===== config.mk =====
export PLATFORM = sky130hd
export DESIGN_NAME = alu_seq
export DESIGN_NICKNAME = d
export VERILOG_FILES = /design/src/rtl/alu_pkg.sv /design/src/rtl/alu_muldiv_iter.sv /design/src/rtl/alu_seq.sv
export SDC_FILE = /design/constraint.sdc
export NUM_CORES = 1
export LEC_CHECK = 0
export CAP_MARGIN = 20
export CORE_ASPECT_RATIO = 1.75
export CORE_UTILIZATION = 45
export CTS_BUF_LIST = sky130_fd_sc_hd__clkbuf_4 sky130_fd_sc_hd__clkbuf_8
export DETAILED_ROUTE_END_ITERATION = 6
export PLACE_DENSITY = 0.69
export SYNTH_ARGS = -nofsm -noshare
export SYNTH_HDL_FRONTEND = slang
export SYNTH_SLANG_ARGS = --single-unit
export TNS_END_PERCENT = 100

===== constraint.sdc =====
create_clock -name clk -period 13.62 [get_ports clk]
set_input_delay 2.724 -clock clk [delete_from_list [all_inputs] [get_ports clk]]
set_output_delay 2.724 -clock clk [all_outputs]
set_load 0.02 [all_outputs]

===== src/rtl/alu_pkg.sv =====
// Shared definitions for the sequential execute-stage ALU: command codes,
// FSM state encoding and divide-by-zero result constant.
package alu_pkg;

  localparam logic [3:0] ALU_ADD   = 4'b0000;
  localparam logic [3:0] ALU_SUB   = 4'b0010;
  localparam logic [3:0] ALU_AND   = 4'b0100;
  localparam logic [3:0] ALU_OR    = 4'b0101;
  localparam logic [3:0] ALU_NOR   = 4'b0110;
  localparam logic [3:0] ALU_XOR   = 4'b0111;
  localparam logic [3:0] ALU_SLL   = 4'b1000;
  localparam logic [3:0] ALU_SRA   = 4'b1001;
  localparam logic [3:0] ALU_SRL   = 4'b1010;
  localparam logic [3:0] ALU_MUL   = 4'b1100;
  localparam logic [3:0] ALU_MULHU = 4'b1101;
  localparam logic [3:0] ALU_DIVU  = 4'b1110;
  localparam logic [3:0] ALU_REMU  = 4'b1111;

  // divu by zero returns all ones; sliced to WIDTH by the user (WIDTH <= 64).
  // remu by zero returns the dividend, which the restoring datapath yields
  // on its own, so no constant is needed for it.
  localparam logic [63:0] DIV0_QUO = '1;

  typedef enum logic [1:0] {
    IDLE = 2'd0,
    MUL  = 2'd1,
    DIV  = 2'd2
  } state_t;

endpackage


===== src/rtl/alu_muldiv_iter.sv =====
// Iterative unsigned multiply (shift-add) / divide (restoring), one bit per
// cycle. Only built when ALU_MULDIV_EN is defined.
// start loads operands; WIDTH steps follow. The last step is held while
// 'hold' is high so a stalled output register is never overwritten; 'res'
// is the value after the last step and is valid whenever 'last' is high.
`ifdef ALU_MULDIV_EN
module alu_muldiv_iter
  import alu_pkg::*;
#(
  parameter int WIDTH = 32
) (
  input  logic             clk,
  input  logic             rst,
  input  logic             start,
  input  logic [1:0]       op,     // [1]=divide, [0]=high half / remainder
  input  logic [WIDTH-1:0] a,
  input  logic [WIDTH-1:0] b,
  input  logic             hold,
  output logic             last,
  output logic [WIDTH-1:0] res
);

  localparam int CW = $clog2(WIDTH) + 1;

  logic [CW-1:0]      cnt;
  logic               is_div, sel, dz;
  logic [2*WIDTH-1:0] prod, prod_nxt;
  logic [WIDTH-1:0]   mcand;
  logic [WIDTH-1:0]   quo, rem, dvsr, quo_nxt, rem_nxt, diff;
  logic [WIDTH:0]     trial, sum;
  logic               q_bit, step;

  assign last = (cnt == CW'(1));
  assign step = (cnt != '0) && !(last && hold);

  // One multiply step and one restoring-divide step, from current registers
  always_comb begin
    trial    = {rem, quo[WIDTH-1]};
    q_bit    = (trial >= {1'b0, dvsr});
    // trial < 2*dvsr whenever q_bit is set, so the low WIDTH bits suffice
    diff     = trial[WIDTH-1:0] - dvsr;
    rem_nxt  = q_bit ? diff : trial[WIDTH-1:0];
    quo_nxt  = {quo[WIDTH-2:0], q_bit};
    sum      = {1'b0, prod[2*WIDTH-1:WIDTH]} + (prod[0] ? {1'b0, mcand} : '0);
    prod_nxt = {sum, prod[WIDTH-1:1]};
  end

  // Result select, taken from the post-step values
  always_comb begin
    if (is_div) res = sel ? rem_nxt : (dz ? DIV0_QUO[WIDTH-1:0] : quo_nxt);
    else        res = sel ? prod_nxt[2*WIDTH-1:WIDTH] : prod_nxt[WIDTH-1:0];
  end

  // Operand capture and iteration registers
  always_ff @(posedge clk) begin
    if (rst) begin
      cnt    <= '0;
      is_div <= 1'b0;
      sel    <= 1'b0;
      dz     <= 1'b0;
      prod   <= '0;
      mcand  <= '0;
      quo    <= '0;
      rem    <= '0;
      dvsr   <= '0;
    end else if (start) begin
      cnt    <= CW'(WIDTH);
      is_div <= op[1];
      sel    <= op[0];
      dz     <= (b == '0);
      prod   <= {{WIDTH{1'b0}}, a};
      mcand  <= b;
      quo    <= a;
      rem    <= '0;
      dvsr   <= b;
    end else if (step) begin
      cnt <= cnt - 1'b1;
      if (is_div) begin
        quo <= quo_nxt;
        rem <= rem_nxt;
      end else begin
        prod <= prod_nxt;
      end
    end
  end

endmodule
`endif


===== src/rtl/alu_seq.sv =====
// Sequential execute-stage ALU with valid/ready handshakes and a registered
// result/zero flag. Single-cycle ops are combinational into the output
// register; mul/mulhu/divu/remu go through alu_muldiv_iter when the
// ALU_MULDIV_EN macro is defined, otherwise those codes yield 0.
module alu_seq
  import alu_pkg::*;
#(
  parameter int WIDTH = 32,
  parameter int SHW   = $clog2(WIDTH)
) (
  input  logic             clk,
  input  logic             rst,
  input  logic             in_valid,
  output logic             in_ready,
  input  logic [WIDTH-1:0] in1,
  input  logic [WIDTH-1:0] in2,
  input  logic [3:0]       cmd,
  output logic             out_valid,
  input  logic             out_ready,
  output logic [WIDTH-1:0] result,
  output logic             zero,
  output logic             busy
);

  state_t           state, next_state;
  logic             out_free, accept, load_out;
  logic [WIDTH-1:0] simple_res, load_val;
  logic [SHW-1:0]   shamt;

  assign shamt    = in2[SHW-1:0];
  assign out_free = !out_valid || out_ready;
  assign in_ready = (state == IDLE) && out_free;
  assign accept   = in_valid && in_ready;

`ifdef ALU_MULDIV_EN
  logic             start, is_md, md_last;
  logic [WIDTH-1:0] md_res;

  assign is_md = (cmd[3:2] == 2'b11);
  assign busy  = (state != IDLE);

  alu_muldiv_iter #(.WIDTH(WIDTH)) u_md (
    .clk   (clk),
    .rst   (rst),
    .start (start),
    .op    (cmd[1:0]),
    .a     (in1),
    .b     (in2),
    .hold  (!out_free),
    .last  (md_last),
    .res   (md_res)
  );
`else
  assign busy = 1'b0;
`endif

  // Single-cycle datapath; unknown codes (and muldiv codes here) give 0
  always_comb begin
    simple_res = '0;
    case (cmd)
      ALU_ADD: simple_res = in1 + in2;
      ALU_SUB: simple_res = in1 - in2;
      ALU_AND: simple_res = in1 & in2;
      ALU_OR:  simple_res = in1 | in2;
      ALU_NOR: simple_res = ~(in1 | in2);
      ALU_XOR: simple_res = in1 ^ in2;
      ALU_SLL: simple_res = in1 << shamt;
      ALU_SRA: simple_res = $signed(in1) >>> shamt;
      ALU_SRL: simple_res = in1 >> shamt;
      ALU_MUL, ALU_MULHU, ALU_DIVU, ALU_REMU: simple_res = '0;
      default: simple_res = '0;
    endcase
  end

  // FSM state register
  always_ff @(posedge clk) begin
    if (rst) state <= IDLE;
    else     state <= next_state;
  end

  // Next state, iteration start and output-register load
  always_comb begin
    next_state = state;
    load_out   = 1'b0;
    load_val   = simple_res;
`ifdef ALU_MULDIV_EN
    start      = 1'b0;
`endif
    case (state)
      IDLE: begin
        if (accept) begin
`ifdef ALU_MULDIV_EN
          if (is_md) begin
            start      = 1'b1;
            next_state = cmd[1] ? DIV : MUL;
          end else begin
            load_out = 1'b1;
          end
`else
          load_out = 1'b1;
`endif
        end
      end
`ifdef ALU_MULDIV_EN
      MUL, DIV: begin
        // Final step retires straight into the output register once it is free
        if (md_last && out_free) begin
          load_out   = 1'b1;
          load_val   = md_res;
          next_state = IDLE;
        end
      end
`endif
      default: next_state = IDLE;
    endcase
  end

  // Output register: load takes priority, which also covers drain+accept
  always_ff @(posedge clk) begin
    if (rst) begin
      out_valid <= 1'b0;
      result    <= '0;
      zero      <= 1'b1;
    end else if (load_out) begin
      out_valid <= 1'b1;
      result    <= load_val;
      zero      <= (load_val == '0);
    end else if (out_valid && out_ready) begin
      out_valid <= 1'b0;
    end
  end

endmodule

==> results of run 1 <==
cell type report:
class | instances | area (um^2) | area share, %
clock buffers | 6 | 76.3 | 0.694
clock inverters | 2 | 13.8 | 0.125
inverters | 88 | 330 | 3.00
multi-input cells | 1182 | 8270 | 75.2
flip-flops and latches | 34 | 681 | 6.19
well taps | 288 | 360 | 3.28
repair buffers | 137 | 1270 | 11.5
cells in the final DEF (no fill, tap or decap), types with 6 or more instances in the layout:
cell / netlist / layout
sky130_fd_sc_hd__a211oi_1: 53 / 53
sky130_fd_sc_hd__or3_1: 8 / 8
sky130_fd_sc_hd__nand2b_1: 13 / 13
sky130_fd_sc_hd__o221ai_1: 11 / 11
sky130_fd_sc_hd__mux4_2: 14 / 14
sky130_fd_sc_hd__nor2b_1: 11 / 10
sky130_fd_sc_hd__a2111oi_0: 12 / 12
sky130_fd_sc_hd__xnor2_1: 43 / 43
sky130_fd_sc_hd__o2111ai_1: 6 / 6
sky130_fd_sc_hd__inv_1: 85 / 85
sky130_fd_sc_hd__dfxtp_1: 34 / 34
sky130_fd_sc_hd__mux2i_1: 69 / 69
sky130_fd_sc_hd__a31oi_1: 16 / 16
sky130_fd_sc_hd__a22oi_1: 9 / 9
sky130_fd_sc_hd__a221oi_1: 12 / 12
sky130_fd_sc_hd__nand4_1: 14 / 14
sky130_fd_sc_hd__nor4_1: 10 / 10
sky130_fd_sc_hd__o31ai_1: 6 / 6
sky130_fd_sc_hd__nand3_1: 19 / 19
sky130_fd_sc_hd__o311ai_0: 7 / 7
sky130_fd_sc_hd__ha_1: 97 / 97
sky130_fd_sc_hd__o211ai_1: 20 / 20
sky130_fd_sc_hd__nor3_1: 26 / 25
sky130_fd_sc_hd__and3_1: 6 / 6
sky130_fd_sc_hd__clkdlybuf4s50_1: 0 / 100
sky130_fd_sc_hd__o21ai_0: 92 / 92
sky130_fd_sc_hd__buf_4: 5 / 30
sky130_fd_sc_hd__or4_1: 6 / 6
sky130_fd_sc_hd__o21a_1: 8 / 8
sky130_fd_sc_hd__nand2_1: 150 / 150
sky130_fd_sc_hd__mux2_2: 51 / 51
sky130_fd_sc_hd__a21oi_1: 103 / 103
sky130_fd_sc_hd__nor2_1: 168 / 168
sky130_fd_sc_hd__o22ai_1: 30 / 30
routing by layer:
metal	track usage [%]	share of wire, %	up-vias
li1	-	-	5285
met1	47.3	34	5611
met2	76.5	47	742
met3	7.87	7.6	281
met4	40.3	11	0
met5	0.460	0	-
cells by family (layout without fill, tap and decap cells):
logic type	after synthesis	in the layout
fa+ha+maj	98	98
xor+xnor	48	48
other cells	1	1
buf+inv	190	233
compound gates	441	441
flops	34	34
mux	138	138
simple gates	456	456
state kept, by name (all words and copies together), names as in the netlist:
signal and flops:
zero 1, out_valid 1, result 32
through the flow:
step                      instances  util [%]
after floorplan                1406         -
after global placement         1726      51.6
after detailed placement       1726      51.6
after CTS                      1734      52.0
after global routing           1737      52.1
final                          1737      52.1
worst max-delay path: cells and delay by family:
kind / cells / cell delay [ns]
compound gates: 4 / 2.57
xor+xnor: 2 / 0.52
fa+ha+maj: 1 / 0.43
buf+inv: 2 / 0.68
simple gates: 11 / 3.14
power groups by stage:
stage               clock network, mW  logic [mW]  registers [mW]
floorplan                           0       0.268           0.124
global placement                    0       0.451           0.114
detailed placement                  0       0.452           0.114
CTS                            0.0765       0.455           0.112
global route                   0.0797       0.496           0.113
finish                         0.0764       0.472           0.112
worst paths after layout:
kind,from,endpoint,slack (ns)
worst max-delay path,in2[4],zero$_SDFFE_PP1P_,3.75
worst min-delay path,result[2]$_SDFFE_PP0P_,result[2]$_SDFFE_PP0P_,0.46
worst max register to register,out_valid$_SDFFE_PP0P_,zero$_SDFFE_PP1P_,10.38
worst min register to register,result[2]$_SDFFE_PP0P_,result[2]$_SDFFE_PP0P_,0.46
==> out/summary.txt, run 1 <==
====================================================================================
Hold Path Depth                                                                    2
Detailed Routing Iterations Pass 1                                                 5
Global-route wire length before repair                                       73.7 mm
Global router's overall resource usage                                         45.0%
Area of placed instances                                                  10900 um^2
Critical-path cell list                                                 clkdlybuf4s50_1 > buf_4 > nor2_1 > nand3_1 > nor2_1 > nand2_1 > o31ai_1 > xnor2_1 > ha_1 > nand4_1 > or2_2 > a2111oi_0 > nor3_2 > xnor2_1 > a2111oi_0 > nand2_1 > or4_1 > nor4_1 > nand4_1 > o21ai_1
DRC marker count from the first detailed-route iteration                        1111
Unrepaired setup endpoints after global routing                                   no
WHS                                                                         0.458 ns
Category of the worst setup path launch point                             input port
Crit path max-delay cell type                                           sky130_fd_sc_hd__a2111oi_0
Max-slew violations                                                                0
Async set or reset register ratio after synthesis                                 0%
Largest net degree at the start of global routing                                 68
Kind of critical path                                                         in2reg
Min-Delay Path Class                                                         reg2reg
Chip Width                                                                    113 um
Worst path arrival time                                                     10.11 ns
Simple-gate share of the synthesized area                                      21.0%
Synth area leader                                                       sky130_fd_sc_hd__ha_1
Post-route setup TNS                                                            0 ns
Adder and majority gate portion of the synthesized area                        12.7%
Element type at the critical path end                                       register
Estimated wirelength of the detail-placed design                             39.7 mm
Switching share of power                                                       52.4%
Mean cell area of the mapped netlist                                       6.93 um^2
Number of vias per cell after detailed routing                                  6.86
Final critical delay including setup and external delays                     9.87 ns
Critical Path Fanout Max                                                          45
Initial Util                                                                   46.2%
Final count of hold timing violations                                              0
Share of cells above drive strength 1                                          9.18%
Main combinational cell family by area after synthesis                  compound AO/OA/AOI/OAI gates
Max H-tree Level                                                                   2
Wire length per cell after detailed routing                                  29.0 um
Fraction of power consumed by sequential logic                                 16.9%
Die Height                                                                    197 um
Count of flip-flops with a built-in enable after synthesis                         0
Synthesized flop and latch total                                                  34
Filler Cells Inserted                                                           2149
Total congestion overflow after global routing                                     0
Via count of the first global-routing pass                                     11487
CTS-repair resized insts                                                           0
Headroom to the max-slew limit                                                 13.0%
Number of failing setup endpoints in the final timing report                       0
Maximum vdd ir drop                                                      0.0000479 V
Layout overhead on the synthesized area                                        12.8%
CTS Hold Bufs                                                                      0
Number of buffers on the longest clock path                                        2
Routability congestion estimate from global placement                           1.07
Most common flop cell mapped by yosys                                   sky130_fd_sc_hd__dfxtp_1
Finished Cell Area                                                        11000 um^2
FMAX                                                                         101 MHz
Number of nets produced by synthesis                                            1576
Cell count of the worst reg-to-reg path                                           11
Setup Buffers After CTS                                                            0
Part of the power in the clock network                                         11.6%
Largest cells by area after synthesis                                   sky130_fd_sc_hd__ha_1 12%, sky130_fd_sc_hd__mux2i_1 7.1%, sky130_fd_sc_hd__dfxtp_1 7.0%
Root Buffer Master                                                      sky130_fd_sc_hd__clkbuf_8
Most common library cells after synthesis                               168 x sky130_fd_sc_hd__nor2_1, 150 x sky130_fd_sc_hd__nand2_1, 103 x sky130_fd_sc_hd__a21oi_1
Worst-case setup slack after placement                                       4.04 ns
IO Port Bufs                                                                     106
Syn Std Cell Area                                                          9750 um^2
Worst-skew pair later-pin latency                                            0.30 ns
Outcome                                                                 complete, no violations
Top-count cell post-synth                                               sky130_fd_sc_hd__nor2_1
Number of max-cap violations                                                       0
Number of antenna violations at the first check in global routing                  1
Sequential cell area fraction in the yosys report                              6.98%
Total net switching power                                                   0.346 mW
Number of antenna repair diodes                                                    0
Synth unique cells                                                                79
Net count, final                                                                1618
WL final                                                                     50.4 mm
Delay of the slowest critical-path stage                                     1.06 ns
Final period utilization                                                       72.5%
Via total after detailed routing                                               11919
Setup skew after layout                                                   0.00827 ns
Clock transition at the registers of the reported paths                      0.07 ns
Post-synthesis compound-gate area fraction                                     29.9%
Required time reported for the critical path endpoint                       13.86 ns
Io pins                                                                          108
TritonCTS sink count                                                              34
Number of DRC violations after detailed routing                                    0
Inserted Clock Buffers                                                             5
Leakage dissipation                                                          4.46 nW
Post-synthesis instance total                                                   1406
ANT nets after route                                                               0
Worst Tran Pin Value                                                         1.27 ns
Worst-case setup margin in the final layout                                  3.75 ns
CTS tree                                                                        done
Parity-gate share of the synthesized area counting xor and xnor cells          4.31%
# rows                                                                            70
Share of the synthesized area in the top cell type                             12.5%
Areal power density over the cells                                      60.1 nW/um^2
Internal power contribution                                                 0.314 mW
Logic gate share of total power                                                71.5%
Number of synthesis warnings                                                       0
Die area                                                                  22300 um^2
Core area                                                                 21100 um^2
Fraction of synthesized area in multiplexers                                   16.8%
Overall power after layout                                                  0.661 mW
====================================================================================
(Power assumes the default switching activity.)
==> run 2: changes to the inputs <==
==> constraint.sdc (replaced) <==
create_clock -name clk -period 9.6 [get_ports clk]
set_input_delay 1.92 -clock clk [delete_from_list [all_inputs] [get_ports clk]]
set_output_delay 1.92 -clock clk [all_outputs]
set_load 0.02 [all_outputs]
==> out/summary.txt, run 2 (same netlist as run 1, synthesis figures left out) <==
=====================================================================================
Launch point of the critical path                                              in2[4]
Leakage dissipation                                                           4.45 nW
Most used cells in the layout excluding fill and tap cells               168 x sky130_fd_sc_hd__nor2_1, 150 x sky130_fd_sc_hd__nand2_1, 103 x sky130_fd_sc_hd__a21oi_1, 100 x sky130_fd_sc_hd__clkdlybuf4s50_1, 97 x sky130_fd_sc_hd__ha_1
Critical-path cell list                                                  clkdlybuf4s50_1 > nor2_1 > nand3_1 > nor2_1 > nand2_1 > o31ai_1 > xnor2_1 > ha_1 > nand4_1 > or2_2 > a2111oi_0 > nor3_2 > xnor2_1 > a2111oi_0 > nand2_1 > or4_1 > nor4_1 > nand4_1 > o21ai_1
Global router's overall resource usage                                          44.8%
IO Port Bufs                                                                      106
Required time reported for the critical path endpoint                         9.83 ns
Total congestion overflow after global routing                                      0
Critical Path Fanout Max                                                            7
Core area                                                                  21100 um^2
Area of placed instances                                                   10900 um^2
Final count of hold timing violations                                               0
Max FFs per register                                                               32
Max H-tree Level                                                                    2
Share of cells above drive strength 1                                           9.12%
Clock transition at the registers of the reported paths                       0.06 ns
Routability congestion estimate from global placement                            1.10
Endpoint of the lowest-slack register-to-register path                   zero$_SDFFE_PP1P_
Number of max-cap violations                                                        0
Setup Buffers After CTS                                                             0
Setup slack of the worst register-to-register path                            6.41 ns
Worst-skew pair later-pin latency                                             0.30 ns
Final critical delay including setup and external delays                      8.36 ns
Layout overhead on the synthesized area                                         12.9%
Finished Cell Area                                                         11000 um^2
Number of antenna violations at the first check in global routing                   2
Launch point of the worst reg-to-reg path                                out_valid$_SDFFE_PP0P_
FMAX                                                                          120 MHz
Category of the worst setup path launch point                              input port
Estimated wirelength of the detail-placed design                              39.6 mm
DRC marker count from the first detailed-route iteration                         1115
Element type at the critical path end                                        register
Via count of the first global-routing pass                                      11493
Via total after detailed routing                                                11980
Areal power density over the cells                                       84.4 nW/um^2
Crit path max-delay cell type                                            sky130_fd_sc_hd__a2111oi_0
Inserted Clock Buffers                                                              5
ANT nets after route                                                                0
Die Height                                                                     197 um
Capture point of the worst path                                          zero$_SDFFE_PP1P_
Unrepaired setup endpoints after global routing                                    no
Final period utilization                                                        87.1%
Headroom to the max-slew limit                                                  8.08%
Number of buffers on the longest clock path                                         2
Detailed Routing Iterations Pass 1                                                  6
Biggest regs                                                             result x32, out_valid x1, zero x1
Chip Width                                                                     113 um
Max-slew violations                                                                 0
Kind of critical path                                                          in2reg
Setup skew after layout                                                    0.00397 ns
Cell count of the worst reg-to-reg path                                            11
Number of DRC violations after detailed routing                                     0
Largest net degree at the start of global routing                                  62
Filler Cells Inserted                                                            2171
Initial Util                                                                    46.2%
Root Buffer Master                                                       sky130_fd_sc_hd__clkbuf_8
Number of vias per cell after detailed routing                                   6.90
# rows                                                                             70
Net count, final                                                                 1618
Most frequent standard cell in the layout excluding fill and tap cells   sky130_fd_sc_hd__nor2_1
Number of failing setup endpoints in the final timing report                        0
WHS                                                                          0.456 ns
Io pins                                                                           108
Overall power after layout                                                   0.929 mW
Worst Tran Pin Value                                                          1.34 ns
Wire length per cell after detailed routing                                   28.9 um
Post-route setup TNS                                                             0 ns
WL final                                                                      50.1 mm
CTS Hold Bufs                                                                       0
CTS tree                                                                         done
Min-Delay Path Class                                                          reg2reg
Outcome                                                                  complete, no violations
Delay of the slowest critical-path stage                                      0.82 ns
Global-route wire length before repair                                        73.3 mm
Die area                                                                   22300 um^2
TritonCTS sink count                                                               34
Maximum vdd ir drop                                                       0.0000420 V
Worst path arrival time                                                       8.60 ns
CTS-repair resized insts                                                            0
Largest register by flop count                                                 result
=====================================================================================
[run 2: cell types whose count changed in the layout (fill, tap and decap cells not counted)]
cell / change
sky130_fd_sc_hd__buf_4: +1
sky130_fd_sc_hd__buf_8: +1
sky130_fd_sc_hd__clkbuf_4: -1
sky130_fd_sc_hd__clkinv_2: -1
sky130_fd_sc_hd__clkinv_4: -1
sky130_fd_sc_hd__diode_2: +1
[run 2: worst min path at each step]
| stage | start | end | slack [ns] | cells past startpoint |
|---|---|---|---|---|
| 6_report | result[12]$_SDFFE_PP0P_ | result[12]$_SDFFE_PP0P_ | 0.46 | 2 |
| 5_1_grt | result[9]$_SDFFE_PP0P_ | result[9]$_SDFFE_PP0P_ | 0.47 | 2 |
| 4_1_cts | result[2]$_SDFFE_PP0P_ | result[2]$_SDFFE_PP0P_ | 0.46 | 2 |
| 3_5_place_dp | result[2]$_SDFFE_PP0P_ | result[2]$_SDFFE_PP0P_ | 0.45 | 2 |
| 3_3_place_gp | result[2]$_SDFFE_PP0P_ | result[2]$_SDFFE_PP0P_ | 0.44 | 2 |
| 2_1_floorplan | result[12]$_SDFFE_PP0P_ | result[12]$_SDFFE_PP0P_ | 0.53 | 2 |
[run 2: power by group]
group	total, mW	internal [mW]	switching, mW
Combinational	0.666	0.240	0.426
Sequential	0.159	0.153	0.00560
Clock	0.105	0.0555	0.0491
[run 2: metrics by stage]
step | utilization (%) | cells | setup WS (ns)
after floorplan | - | 1406 | 2.74
after global placement | 51.6 | 1727 | 1.42
after detailed placement | 51.6 | 1727 | 1.32
after CTS | 52.0 | 1734 | 1.61
after global routing | 52.1 | 1736 | 0.985
final | 52.1 | 1737 | 1.24
[run 2: critical path, delay by kind of cell]
| family | cells | cell delay [ns] |
|---|---|---|
| and+or+nand+nor | 11 | 3.42 |
| adders and majority gates | 1 | 0.45 |
| AOI/OAI and AO/OA | 4 | 2.05 |
| xor gates and xnor gates | 2 | 0.30 |
| buffers and inverters | 1 | 0.44 |
[run 2: routing by layer]
| layer | GRT usage (%) | routed length, um | vias to the layer above |
|---|---|---|---|
| met2 | 75.8 | 23700 | 857 |
| met1 | 47.5 | 16600 | 5550 |
| met3 | 6.77 | 4540 | 282 |
| met4 | 41.1 | 5280 | 0 |
| li1 | - | - | 5291 |
| met5 | 0 | 0 | - |
[run 2: final cells by class]
class                      instances  area, um^2  area share, %
clock buffer                       7        83.8          0.762
tap                              288         360           3.27
multi-input combinational       1182        8270           75.2
sequential                        34         681           6.19
inverter                          88         330           3.00
timing repair buffer             137        1270           11.6
antenna                            1        2.50         0.0227
==> run 3: changes to the inputs <==
--- a/config.mk
+++ b/config.mk
@@ -5,6 +5,7 @@
 export SDC_FILE = /design/constraint.sdc
 export NUM_CORES = 1
 export LEC_CHECK = 0
+export ABC_AREA = 1
 export CAP_MARGIN = 20
 export CORE_ASPECT_RATIO = 1.75
 export CORE_UTILIZATION = 45
==> out/summary.txt, run 3 <==
=====================================================================================
Number of failing setup endpoints in the final timing report                        0
Worst-skew pair later-pin latency                                             0.28 ns
Required time reported for the critical path endpoint                         9.82 ns
Wire length per cell after detailed routing                                   23.0 um
IO Port Bufs                                                                      106
Category of the worst setup path launch point                              input port
Element type at the critical path end                                        register
Final count of hold timing violations                                               0
Biggest regs                                                             result x32, out_valid x1, zero x1
Most common library cells after synthesis                                585 x sky130_fd_sc_hd__nand2_1, 353 x sky130_fd_sc_hd__nand3_1, 204 x sky130_fd_sc_hd__inv_1
Initial Util                                                                    46.1%
Final critical delay including setup and external delays                      7.42 ns
Root Buffer Master                                                       sky130_fd_sc_hd__clkbuf_8
Final period utilization                                                        77.2%
Sequential cell area fraction in the yosys report                               6.63%
Kind of critical path                                                          in2reg
DRC marker count from the first detailed-route iteration                         1395
TritonCTS sink count                                                               34
Most common flop cell mapped by yosys                                    sky130_fd_sc_hd__dfxtp_1
Leakage dissipation                                                           6.02 nW
Most used cells in the layout excluding fill and tap cells               585 x sky130_fd_sc_hd__nand2_1, 353 x sky130_fd_sc_hd__nand3_1, 204 x sky130_fd_sc_hd__inv_1, 188 x sky130_fd_sc_hd__nor2_1, 104 x sky130_fd_sc_hd__clkdlybuf4s50_1
Share of the synthesized area in the top cell type                              21.4%
Layout overhead on the synthesized area                                         11.0%
CTS tree                                                                         done
Largest cells by area after synthesis                                    sky130_fd_sc_hd__nand2_1 21%, sky130_fd_sc_hd__nand3_1 17%, sky130_fd_sc_hd__ha_1 12%
Areal power density over the cells                                       81.0 nW/um^2
Global-route wire length before repair                                        76.3 mm
Setup Buffers After CTS                                                             0
Unrepaired setup endpoints after global routing                                    no
Number of synthesis warnings                                                        0
Finished Cell Area                                                         11400 um^2
Inserted Clock Buffers                                                              5
# rows                                                                             72
Die area                                                                   23400 um^2
Number of antenna violations at the first check in global routing                   0
Number of max-cap violations                                                        0
CTS Hold Bufs                                                                       0
Total congestion overflow after global routing                                      0
Most frequent standard cell in the layout excluding fill and tap cells   sky130_fd_sc_hd__nand2_1
Async set or reset register ratio after synthesis                                  0%
Number of nets produced by synthesis                                             2099
Count of flip-flops with a built-in enable after synthesis                          0
Worst path arrival time                                                       7.64 ns
Number of antenna repair diodes                                                     0
Io pins                                                                           108
Headroom to the max-slew limit                                                  27.3%
Via count of the first global-routing pass                                      12793
Setup skew after layout                                                    0.00709 ns
Number of vias per cell after detailed routing                                   5.98
Share of cells above drive strength 1                                           5.33%
Max H-tree Level                                                                    2
FMAX                                                                          135 MHz
Max FFs per register                                                               32
Mean cell area of the mapped netlist                                        5.32 um^2
Synthesized flop and latch total                                                   34
Min-Delay Path Class                                                          reg2reg
Area of placed instances                                                   11300 um^2
Critical Path Fanout Max                                                           21
Largest net degree at the start of global routing                                  69
Post-synthesis instance total                                                    1929
Global router's overall resource usage                                          44.8%
Estimated wirelength of the detail-placed design                              41.0 mm
Largest register by flop count                                                 result
Synth unique cells                                                                 48
Max-slew violations                                                                 0
Syn Std Cell Area                                                          10300 um^2
Outcome                                                                  complete, no violations
Top-count cell post-synth                                                sky130_fd_sc_hd__nand2_1
Die Height                                                                     202 um
Routability congestion estimate from global placement                            1.03
Number of DRC violations after detailed routing                                     0
WL final                                                                      52.2 mm
Synth area leader                                                        sky130_fd_sc_hd__nand2_1
Maximum vdd ir drop                                                       0.0000729 V
Detailed Routing Iterations Pass 1                                                  6
Instance count after placement with tap cells included                           2258
Via total after detailed routing                                                13555
Net count, final                                                                 2139
CTS-repair resized insts                                                            0
Worst Tran Pin Value                                                          1.09 ns
Core area                                                                  22300 um^2
ANT nets after route                                                                0
Post-route setup TNS                                                             0 ns
Clock transition at the registers of the reported paths                       0.07 ns
Filler-free cell count of the finished design                                    2266
Chip Width                                                                     116 um
Number of buffers on the longest clock path                                         2
=====================================================================================
run 3: path summary, 6_finish.rpt:
check / from / endpoint / slack (ns) / cells past startpoint
max: cmd[2] / zero$_SDFFE_PP1P_ / 2.18 / 23
min: result[26]$_SDFFE_PP0P_ / result[26]$_SDFFE_PP0P_ / 0.51 / 2
max reg2reg: out_valid$_SDFFE_PP0P_ / result[1]$_SDFFE_PP0P_ / 7.60 / 7
min reg2reg: result[26]$_SDFFE_PP0P_ / result[26]$_SDFFE_PP0P_ / 0.51 / 2
run 3: cell families (layout without fill, tap and decap cells):
logic type | Yosys count | after routing | synth area share [%]
and+or+nand+nor | 1243 | 1243 | 53.2
buffers and inverters | 304 | 345 | 12.9
AOI/OAI and AO/OA | 218 | 218 | 12.5
adders and majority gates | 98 | 98 | 12.0
DFF | 34 | 34 | 6.63
xor gates and xnor gates | 31 | 31 | 2.65
other | 1 | 1 | 0.0366
run 3: layout make-up:
| cell class | instances | area [um^2] |
|---|---|---|
| Inverter | 217 | 825 |
| Clock buffer | 6 | 82.6 |
| Clock inverter | 2 | 12.5 |
| Sequential cell | 34 | 681 |
| Timing Repair Buffer | 120 | 1160 |
| Multi-Input combinational cell | 1591 | 8260 |
| Fill cell | 2542 | 10900 |
| Tap cell | 296 | 370 |
run 3: metal layers:
metal / wire length (um) / GRT usage [%]
met5: 0 / 0
met4: 5590 / 38.6
met3: 4810 / 13.0
met2: 23600 / 71.4
met1: 18100 / 47.4
run 3: power breakdown:
group	total, mW	switching [mW]	internal [mW]	leakage (nW)
Sequential	0.160	0.00711	0.153	0.281
Combinational	0.651	0.454	0.197	5.70
Clock	0.112	0.0540	0.0577	0.0472
Total	0.923	0.515	0.408	6.02
run 3: worst max-delay path, cell delays in order:
cell	delay [ns]
sky130_fd_sc_hd__clkdlybuf4s50_1	0.50
sky130_fd_sc_hd__inv_2	0.05
sky130_fd_sc_hd__nand3_1	0.58
sky130_fd_sc_hd__inv_1	0.13
sky130_fd_sc_hd__nand2_1	0.62
sky130_fd_sc_hd__inv_1	0.50
sky130_fd_sc_hd__nor2_1	0.26
sky130_fd_sc_hd__xor2_1	0.16
sky130_fd_sc_hd__inv_1	0.06
sky130_fd_sc_hd__ha_1	0.34
sky130_fd_sc_hd__nand2_1	0.15
sky130_fd_sc_hd__inv_1	0.05
sky130_fd_sc_hd__a21oi_1	0.28
sky130_fd_sc_hd__nand3_1	0.26
sky130_fd_sc_hd__xnor2_1	0.30
sky130_fd_sc_hd__o21ai_1	0.08
sky130_fd_sc_hd__nor2_1	0.76
sky130_fd_sc_hd__nand2_1	0.10
sky130_fd_sc_hd__nor2_1	0.20
sky130_fd_sc_hd__nand3_1	0.09
sky130_fd_sc_hd__nor2_1	0.11
sky130_fd_sc_hd__nand2_1	0.05
sky130_fd_sc_hd__nand2_1	0.05
run 3: stage by stage:
stage / setup WS [ns] / util (%) / hold slack, ns / power [mW]
3_3_place_gp: 2.07 / 50.8 / 0.484 / 0.780
6_report: 2.18 / 51.2 / 0.505 / 0.923
4_1_cts: 2.44 / 51.2 / 0.510 / 0.892
2_1_floorplan: 4.43 / - / 0.588 / 0.551
5_1_grt: 1.93 / 51.2 / 0.538 / 0.984
3_5_place_dp: 2.17 / 50.8 / 0.491 / 0.781
